==> src/rtl/memory_port_arbiter_pkg.sv <==
// Shared types and constants for the unified memory port arbiter.
package mem_arb_pkg;
  typedef enum logic [0:0] {IDLE = 1'b0, READ_WAIT = 1'b1} state_e;
  typedef enum logic [0:0] {OWN_IF = 1'b0, OWN_D = 1'b1} owner_e;
  localparam logic [2:0] FUNCT3_WORD = 3'b010;
endpackage

==> src/rtl/memory_port_arbiter_if.sv <==
// Requester and memory-side signal bundle of the arbiter.
// master = core requesters plus memory model, slave = arbiter.
interface memory_port_arbiter_if;
  logic        if_req;
  logic [31:0] if_addr;
  logic        if_gnt;
  logic        if_rvalid;
  logic [31:0] if_rdata;
  logic        d_req;
  logic        d_we;
  logic [31:0] d_addr;
  logic [31:0] d_wdata;
  logic [2:0]  d_funct3;
  logic        d_gnt;
  logic        d_rvalid;
  logic [31:0] d_rdata;
  logic        mem_write_en;
  logic [31:0] mem_address;
  logic [31:0] mem_write_data;
  logic [2:0]  mem_funct3;
  logic [31:0] mem_read_data;

  modport master (
    output if_req, if_addr, d_req, d_we, d_addr, d_wdata, d_funct3, mem_read_data,
    input  if_gnt, if_rvalid, if_rdata, d_gnt, d_rvalid, d_rdata,
    input  mem_write_en, mem_address, mem_write_data, mem_funct3
  );

  modport slave (
    input  if_req, if_addr, d_req, d_we, d_addr, d_wdata, d_funct3, mem_read_data,
    output if_gnt, if_rvalid, if_rdata, d_gnt, d_rvalid, d_rdata,
    output mem_write_en, mem_address, mem_write_data, mem_funct3
  );
endinterface

==> src/rtl/memory_port_arbiter_picker.sv <==
// Winner selection between fetch and data requests.
// MEM_ARB_ROUND_ROBIN_EN selects round-robin; otherwise data has fixed priority.
module mem_arb_picker
  import mem_arb_pkg::*;
(
`ifdef MEM_ARB_ROUND_ROBIN_EN
  input  logic clk,
  input  logic rst_n,
`endif
  input  logic i_en,
  input  logic i_if_req,
  input  logic i_d_req,
  output logic o_gnt_if,
  output logic o_gnt_d
);
  logic w_d_first;
  logic w_gnt_if;
  logic w_gnt_d;

`ifdef MEM_ARB_ROUND_ROBIN_EN
  // r_prio names the requester that wins the next tie.
  owner_e r_prio;

  always_ff @(posedge clk) begin
    if (!rst_n) begin
      r_prio <= OWN_D;
    end else if (w_gnt_d) begin
      r_prio <= OWN_IF;
    end else if (w_gnt_if) begin
      r_prio <= OWN_D;
    end
  end

  assign w_d_first = (r_prio == OWN_D);
`else
  assign w_d_first = 1'b1;
`endif

  assign w_gnt_d  = i_en & i_d_req & (w_d_first | ~i_if_req);
  assign w_gnt_if = i_en & i_if_req & ~w_gnt_d;
  assign o_gnt_d  = w_gnt_d;
  assign o_gnt_if = w_gnt_if;
endmodule

==> src/rtl/memory_port_arbiter.sv <==
// Shares one memory port between instruction fetch and load/store traffic.
// Optional round-robin arbitration via MEM_ARB_ROUND_ROBIN_EN (see picker).
module memory_port_arbiter
  import mem_arb_pkg::*;
#(
  parameter int READ_LATENCY = 1
) (
  input  logic                  clk,
  input  logic                  rst_n,
  memory_port_arbiter_if.slave  bus
);
  localparam logic [0:0] S_IDLE      = IDLE;
  localparam logic [0:0] S_READ_WAIT = READ_WAIT;
  localparam logic [1:0] CNT_LOAD    = 2'(READ_LATENCY - 1);

  logic [0:0]  r_state;
  owner_e      r_owner;
  logic [31:0] r_addr;
  logic [2:0]  r_funct3;
  logic [1:0]  r_cnt;

  logic w_en;
  logic w_gnt_if;
  logic w_gnt_d;
  logic w_read_gnt;
  logic w_done;
  logic w_if_rvalid;
  logic w_d_rvalid;

  assign w_en = rst_n & (r_state == S_IDLE);

  mem_arb_picker u_picker (
`ifdef MEM_ARB_ROUND_ROBIN_EN
    .clk      (clk),
    .rst_n    (rst_n),
`endif
    .i_en     (w_en),
    .i_if_req (bus.if_req),
    .i_d_req  (bus.d_req),
    .o_gnt_if (w_gnt_if),
    .o_gnt_d  (w_gnt_d)
  );

  assign w_read_gnt = w_gnt_if | (w_gnt_d & ~bus.d_we);
  assign w_done     = rst_n & (r_state == S_READ_WAIT) & (r_cnt == 2'd0);

  assign w_if_rvalid = w_done & (r_owner == OWN_IF);
  assign w_d_rvalid  = w_done & (r_owner == OWN_D);

  assign bus.if_gnt    = w_gnt_if;
  assign bus.d_gnt     = w_gnt_d;
  assign bus.if_rvalid = w_if_rvalid;
  assign bus.d_rvalid  = w_d_rvalid;
  assign bus.if_rdata  = w_if_rvalid ? bus.mem_read_data : 32'd0;
  assign bus.d_rdata   = w_d_rvalid  ? bus.mem_read_data : 32'd0;

  always_comb begin
    bus.mem_write_en   = 1'b0;
    bus.mem_address    = 32'd0;
    bus.mem_write_data = 32'd0;
    bus.mem_funct3     = 3'd0;
    if (w_gnt_d) begin
      bus.mem_address = bus.d_addr;
      bus.mem_funct3  = bus.d_funct3;
      if (bus.d_we) begin
        bus.mem_write_en   = 1'b1;
        bus.mem_write_data = bus.d_wdata;
      end
    end else if (w_gnt_if) begin
      bus.mem_address = bus.if_addr;
      bus.mem_funct3  = FUNCT3_WORD;
    end else if (rst_n && (r_state == S_READ_WAIT)) begin
      bus.mem_address = r_addr;
      bus.mem_funct3  = r_funct3;
    end
  end

  // Stores complete in the grant cycle; only reads occupy the port afterwards.
  always_ff @(posedge clk) begin
    if (!rst_n) begin
      r_state  <= S_IDLE;
      r_owner  <= OWN_IF;
      r_addr   <= 32'd0;
      r_funct3 <= 3'd0;
      r_cnt    <= 2'd0;
    end else begin
      case (r_state)
        S_IDLE: begin
          if (w_read_gnt) begin
            r_state  <= S_READ_WAIT;
            r_owner  <= w_gnt_d ? OWN_D : OWN_IF;
            r_addr   <= w_gnt_d ? bus.d_addr : bus.if_addr;
            r_funct3 <= w_gnt_d ? bus.d_funct3 : FUNCT3_WORD;
            r_cnt    <= CNT_LOAD;
          end
        end
        default: begin
          if (r_cnt == 2'd0) begin
            r_state <= S_IDLE;
          end else begin
            r_cnt <= r_cnt - 2'd1;
          end
        end
      endcase
    end
  end
endmodule

==> src/flat_wrapper.sv <==
// flat-port wrapper written by rule: the top's interface ports become plain ports
module memory_port_arbiter_flat import mem_arb_pkg::*;
#(
  parameter int READ_LATENCY = 1
)
  (clk, rst_n, bus_if_req, bus_if_addr, bus_d_req, bus_d_we, bus_d_addr, bus_d_wdata, bus_d_funct3, bus_mem_read_data, bus_if_gnt, bus_if_rvalid, bus_if_rdata, bus_d_gnt, bus_d_rvalid, bus_d_rdata, bus_mem_write_en, bus_mem_address, bus_mem_write_data, bus_mem_funct3);
  memory_port_arbiter_if bus_i ();
  input  logic clk;
  input  logic rst_n;
  input wire logic [$bits(bus_i.if_req)-1:0] bus_if_req;
  input wire logic [$bits(bus_i.if_addr)-1:0] bus_if_addr;
  input wire logic [$bits(bus_i.d_req)-1:0] bus_d_req;
  input wire logic [$bits(bus_i.d_we)-1:0] bus_d_we;
  input wire logic [$bits(bus_i.d_addr)-1:0] bus_d_addr;
  input wire logic [$bits(bus_i.d_wdata)-1:0] bus_d_wdata;
  input wire logic [$bits(bus_i.d_funct3)-1:0] bus_d_funct3;
  input wire logic [$bits(bus_i.mem_read_data)-1:0] bus_mem_read_data;
  output wire logic [$bits(bus_i.if_gnt)-1:0] bus_if_gnt;
  output wire logic [$bits(bus_i.if_rvalid)-1:0] bus_if_rvalid;
  output wire logic [$bits(bus_i.if_rdata)-1:0] bus_if_rdata;
  output wire logic [$bits(bus_i.d_gnt)-1:0] bus_d_gnt;
  output wire logic [$bits(bus_i.d_rvalid)-1:0] bus_d_rvalid;
  output wire logic [$bits(bus_i.d_rdata)-1:0] bus_d_rdata;
  output wire logic [$bits(bus_i.mem_write_en)-1:0] bus_mem_write_en;
  output wire logic [$bits(bus_i.mem_address)-1:0] bus_mem_address;
  output wire logic [$bits(bus_i.mem_write_data)-1:0] bus_mem_write_data;
  output wire logic [$bits(bus_i.mem_funct3)-1:0] bus_mem_funct3;
  assign bus_i.if_req = bus_if_req;
  assign bus_i.if_addr = bus_if_addr;
  assign bus_i.d_req = bus_d_req;
  assign bus_i.d_we = bus_d_we;
  assign bus_i.d_addr = bus_d_addr;
  assign bus_i.d_wdata = bus_d_wdata;
  assign bus_i.d_funct3 = bus_d_funct3;
  assign bus_i.mem_read_data = bus_mem_read_data;
  assign bus_if_gnt = bus_i.if_gnt;
  assign bus_if_rvalid = bus_i.if_rvalid;
  assign bus_if_rdata = bus_i.if_rdata;
  assign bus_d_gnt = bus_i.d_gnt;
  assign bus_d_rvalid = bus_i.d_rvalid;
  assign bus_d_rdata = bus_i.d_rdata;
  assign bus_mem_write_en = bus_i.mem_write_en;
  assign bus_mem_address = bus_i.mem_address;
  assign bus_mem_write_data = bus_i.mem_write_data;
  assign bus_mem_funct3 = bus_i.mem_funct3;
  memory_port_arbiter #(.READ_LATENCY(READ_LATENCY)) u_core (.clk(clk), .rst_n(rst_n), .bus(bus_i));
endmodule
==> config.mk <==
export PLATFORM = sky130hd
export DESIGN_NAME = memory_port_arbiter_flat
export DESIGN_NICKNAME = d
export VERILOG_FILES = /design/src/rtl/memory_port_arbiter_pkg.sv /design/src/rtl/memory_port_arbiter_if.sv /design/src/rtl/memory_port_arbiter_picker.sv /design/src/rtl/memory_port_arbiter.sv /design/src/flat_wrapper.sv
export SDC_FILE = /design/constraint.sdc
export NUM_CORES = 1
export LEC_CHECK = 0
export ABC_CLOCK_PERIOD_IN_PS = 1500
export CORE_MARGIN = 2
export CORE_UTILIZATION = 30
export CTS_BUF_LIST = sky130_fd_sc_hd__clkbuf_4 sky130_fd_sc_hd__clkbuf_8
export DETAILED_ROUTE_END_ITERATION = 8
export GPL_TIMING_DRIVEN = 0
export PLACE_DENSITY = 0.8
export SYNTH_ARGS = -nofsm -noshare
export SYNTH_HDL_FRONTEND = slang
export SYNTH_SLANG_ARGS = --single-unit
export TNS_END_PERCENT = 5
==> constraint.sdc <==
create_clock -name clk -period 1.5 [get_ports clk]
set_clock_uncertainty 0.2 [all_clocks]
set_input_delay 0.15 -clock clk [delete_from_list [all_inputs] [get_ports clk]]
set_output_delay 0.15 -clock clk [all_outputs]
set_load 0.03 [all_outputs]
* Yosys cells after proc, flatten, opt, wreduce, memory -nomap -nowiden *
Cells that the tools add are included.

word-level totals
  memory bits (read-only) = 0
  bits of input ports = 136
  output and inout bits = 136
  memories kept = 0
  latch bits = 0
  bits in writable memories = 0
  logic and storage cells = 47
  register bits = 39

cells by class
  multiplexer cells = 21
  equality and inequality tests = 1
  divide/modulo/power cells = 0
  add/subtract/negate cells = 1
  multiply operators = 0
  bitwise operators = 14
  reduce and logical (&&, ||, !) cells = 5
  order comparisons = 0
  shift-type cells = 0

operators by type and width
  cell                 count
  $mux 32              8
  $mux 3               4
  $and 1x1->1          9
  $mux 1               6
  $mux 2               3
  $not 1->1            4
  $reduce_and 2->1     2
  $logic_not 2->1      1
  $ne 2x2->1 const B   1
  $reduce_bool 2->1    1
  $sub 2x1->2 const B  1
  $logic_and 1x1->1    1
  $or 1x1->1           1

* Longest topological paths before layout *
  depth in word-level cells = 8
  gate-level depth with buffers = 6
  depth with buffers taken out = 5

* By module *
From an unflattened synthesis, not the netlist that was laid out.

second synthesis, totals
  cells, all modules = 402
  area total of the unflattened synthesis = 3,189.3 um^2

modules (own cells, without submodules)
  module               seq. area each (um^2)  area an instance (um^2)  cells an instance  times used
  memory_port_arbiter  780.7                  3,173.0                  400                1
  mem_arb_picker       0.0                    16.3                     2                  1

* Worst setup path after synthesis *
Ideal clock, no wire load.

  path kind = register to output
  start = reg u_core.r_cnt[0]
  end = out bus_if_rdata[22]
  buffers on the path = 1
  stages on the path, launching flop included = 7
  arrival time = 1,443 ps
  setup slack = -293 ps
  required time = 1,150 ps
  path through = dfxtp_1 > inv_1 > ha_1 > nand3_1 > nor2_1 > buf_2 > and2_1

between the ends
  longest elaborated chain between the ends = 4

RTL lines
  item                    line                        text
  start, declared         memory_port_arbiter.sv:20   logic [1:0] r_cnt;
  start signal, assigned  memory_port_arbiter.sv:101  r_cnt <= r_cnt - 2'd1;
  $logic_not 2->1         memory_port_arbiter.sv:45   assign w_done = rst_n & (r_state == S_READ_WAIT) & (r_cnt == 2'd0);
  $and 1x1->1             memory_port_arbiter.sv:45
  $and 1x1->1             memory_port_arbiter.sv:47   assign w_if_rvalid = w_done & (r_owner == OWN_IF);
  via bus_if_rvalid       flat_wrapper.sv:19          output wire logic [$bits(bus_i.if_rvalid)-1:0] bus_if_rvalid;
  $mux 32                 memory_port_arbiter.sv:54   assign bus.if_rdata = w_if_rvalid ? bus.mem_read_data : 32'd0;
  end, declared           flat_wrapper.sv:20          output wire logic [$bits(bus_i.if_rdata)-1:0] bus_if_rdata;

The timed path passes the listed nets, and every way through them passes these cells.

* Final worst setup path *
  start = reg u_core.r_state
  end = out bus_mem_address[24]

between the ends
  longest elaborated chain between the ends = 7
  elaborated cells between the ends (all ways) = 10
  those cells by class = mux (3); bitwise (6); reduce/logical (1)

RTL lines
  item                    line                              text
  start, declared         memory_port_arbiter.sv:16         logic [0:0] r_state;
  start signal, assigned  memory_port_arbiter.sv:81         r_state <= S_IDLE;
  start signal, assigned  memory_port_arbiter.sv:90         r_state <= S_READ_WAIT;
  start signal, assigned  memory_port_arbiter.sv:99         r_state <= S_IDLE;
  $not 1->1               -
  $and 1x1->1             memory_port_arbiter.sv:30         assign w_en = rst_n & (r_state == S_IDLE);
  $and 1x1->1             memory_port_arbiter_picker.sv:39  assign w_gnt_d = i_en & i_d_req & (w_d_first | ~i_if_req);
  $not 1->1               memory_port_arbiter_picker.sv:40  assign w_gnt_if = i_en & i_if_req & ~w_gnt_d;
  $and 1x1->1             memory_port_arbiter_picker.sv:40
  $mux 32                 memory_port_arbiter.sv:69         end else if (w_gnt_if) begin
  $mux 32 *               memory_port_arbiter.sv:62         if (w_gnt_d) begin
  end, declared           flat_wrapper.sv:25                output wire logic [$bits(bus_i.mem_address)-1:0] bus_mem_address;

Every way passes the cells marked *; elsewhere a longest branch is shown, timed or not.

==> out/qor.yml <==
crit_required_ps: 1150
ys_ff_latch: 39
cts_root_buf: "clkbuf_8"
final_cell_area_mm2: 0.00712
grt_use_total_pct: 25.3
htree_levels: 2
worstSetupPathDepth: 6
die-area_mm2: 0.0113
crit_buf_inv: 4
startpoint_type: "flop"
powerDensity_mw_per_mm2: 555
yosysWarnings: 0
hold_violations: 0
io_buffers: 271
peakVddDrop_mv: 0.377
core-area_mm2: 0.0102
worstPathMaxFanout: 10
synth.net_count: 525
syn-mean-instance-area_um2: 8.11
gr-total-overflow: 0
place_hpwl_um: 11300
fin_nets: 822
synth_ff_type: "dfxtp_1"
hold_class: "in2reg"
reg2reg_from: "u_core.r_state$_SDFF_PN0_"
synth_edf_count: 0
io_pins: 272
yosysSeqAreaShare_pct: 24.8
ant_nets: 0
slew_viol_final: 0
finalCriticalPeriod_ps: 2040
drt_first_pass_iters: 5
max-clock-path-buffers: 2
synth_area_mm2: 0.00315
hold_depth: 3
grt_antenna_before_repair: 2
tns_ps: -65850
grt_pass1_wl_um: 23000
crit_chain: "inv_2, and3_4, buf_12, buf_8, a221o_2, buf_6"
cp_top_family: "buffers and inverters"
clock_latency_ps: 300
r2r_cells: 6
grt_pass1_vias: 4392
num_vias: 4324
async_flop_share_pct: 0
crit_path_end_kind: "primary output"
place_area_mm2: 0.00640
whs_endpoint: "u_core.r_owner$_SDFFE_PN0P_"
gp_congestion: 0.793
cts_buffers: 5
violations: "negative setup slack"
slew_headroom_pct: 80.2
start_util_pct: 30.7
drive_gt1_share_pct: 54.1
worst_slew_pin_slew_ps: 296
min_period_over_period_pct: 136
clkSinkCount: 39
final-setup-viol-count: 169
r2r_setup_slack_ps: -200
setup_ws_ps: -538
rsz0062_at_grt: "yes"
wire_per_inst_um: 18.7
slowest_delay_ps: 370
grt_max_degree: 13
critPathSlowestCell: "dfxtp_2"
route.detailed.drc: 0
whs_ps: 216
drv_cap: 0
totalWireLength_um: 15400
path_class: "reg2out"
synthDistinctLibCells: 30
layout_commonest_cell: "buf_6"
rows: 37
outcome: "finished, violations left"
dieHeight_um: 106
timing.fmax_ghz: 0.491
path_clk_slew_ps: 70
area_growth_pct: 126
die_w_um: 106
synthCells: 388
hold_start: "bus_if_req"
drt-initial-drc-count: 245
cts_hold_buf: 0
worst_r2r_endpoint: "u_core.r_addr[25]$_SDFFE_PN0P_"
layout_common_cells: "139 x buf_6, 132 x clkdlybuf4s50_1, 59 x and2_4, 36 x dfxtp_1"
routed_via_density: 5.25
p_leak_nw: 3.00
critPathArrivalTime_ps: 1690
cts_tree: "done"
[cell families (layout without fill, tap and decap cells)]
kind of cell / count (synthesis) / after routing / synth area share (%)
AND/OR/NAND/NOR: 151 / 151 / 28.1
other: 0 / 1 / 0
AO/OA/AOI/OAI: 113 / 113 / 33.9
flip-flops: 39 / 39 / 24.8
buffers and inverters: 84 / 382 / 12.8
adder cells (fa/ha/maj): 1 / 1 / 0.398
[worst max-delay path by stage]
stage / from / endpoint
finish: u_core.r_state$_SDFF_PN0_ / bus_mem_address[24]
detailed placement: rst_n / bus_mem_address[25]
global placement: rst_n / bus_mem_address[24]
floorplan: u_core.r_state$_SDFF_PN0_ / bus_mem_address[10]
CTS: u_core.r_cnt[0]$_SDFFE_PN0P_ / bus_d_rdata[2]
global route: u_core.r_state$_SDFF_PN0_ / bus_mem_address[24]
[routing by layer]
| layer | GRT usage (%) | share of wire [%] | vias to the layer above | wire (µm) |
|---|---|---|---|---|
| li1 | - | - | 2029 | - |
| met1 | 30.0 | 38 | 2058 | 5890 |
| met2 | 45.6 | 52 | 209 | 8070 |
| met3 | 6.74 | 7.9 | 26 | 1220 |
| met4 | 5.45 | 1.5 | 2 | 231 |
| met5 | 0 | 0.071 | - | 11 |
[synthesized netlist by cell type (3+ instances only)]
library cell,instances,area share [%]
and2_1,65,13
dfxtp_1,39,25
inv_1,38,4.5
a21oi_1,35,5.6
and3_1,34,6.8
a221o_1,32,10
nor3_1,32,5.1
o221ai_2,30,14
buf_2,22,3.5
clkbuf_1,13,1.6
nand3_1,6,0.95
nand2_1,5,0.60
nor2_1,4,0.48
a31oi_1,3,0.60
buf_4,3,0.72
buf_8,3,1.4
o21ai_0,3,0.48
[repair_timing]
item / in CTS / in global routing
gates cloned: 7 / 1
pin swaps: 14 / 9
hold endpoints to repair: 0 / 0
buffers inserted: 9 / 2
setup endpoints to repair: 175 / 171
resized for setup: 970 / 86
[tightest hold or removal path, stage by stage]
cell and delay, ps:
dlygate4sd2_1 310, a21o_1 150, a21oi_1 50
[layout make-up]
| type | instances | area [µm²] |
|---|---|---|
| diodes | 1 | 2.50 |
| clock buffers | 7 | 90.1 |
| flip-flops and latches | 39 | 785 |
| clock inverters | 1 | 8.76 |
| fillers | 791 | 3110 |
| plain buffers | 46 | 487 |
| repair buffers | 290 | 3100 |
| multi-input cells | 265 | 2330 |
| inverters | 38 | 143 |
| well taps | 136 | 170 |
[state kept, by name, summed over array words and instances, names as in the netlist]
signal and count:
u_core.r_addr 32, u_core.r_funct3 3, u_core.r_cnt 2, u_core.r_state 1, u_core.r_owner 1
[through the flow]
stage | setup slack (ps) | cells | total power, mW | util (%)
6_report | -538 | 823 | 3.95 | 69.6
2_1_floorplan | -33.9 | 388 | 2.12 | -
5_1_grt | -561 | 823 | 4.11 | 69.6
3_3_place_gp | -1370 | 795 | 2.91 | 62.5
3_5_place_dp | -1410 | 795 | 2.94 | 62.5
4_1_cts | -515 | 819 | 3.87 | 67.4
[power breakdown]
| group | internal, mW | switching (mW) | leakage (nW) | total (mW) |
|---|---|---|---|---|
| logic | 1.02 | 0.965 | 2.62 | 1.99 |
| clock network | 0.395 | 0.407 | 0.0519 | 0.803 |
| registers | 1.13 | 0.0311 | 0.324 | 1.16 |
No activity file was read; power rests on OpenSTA's default activity.
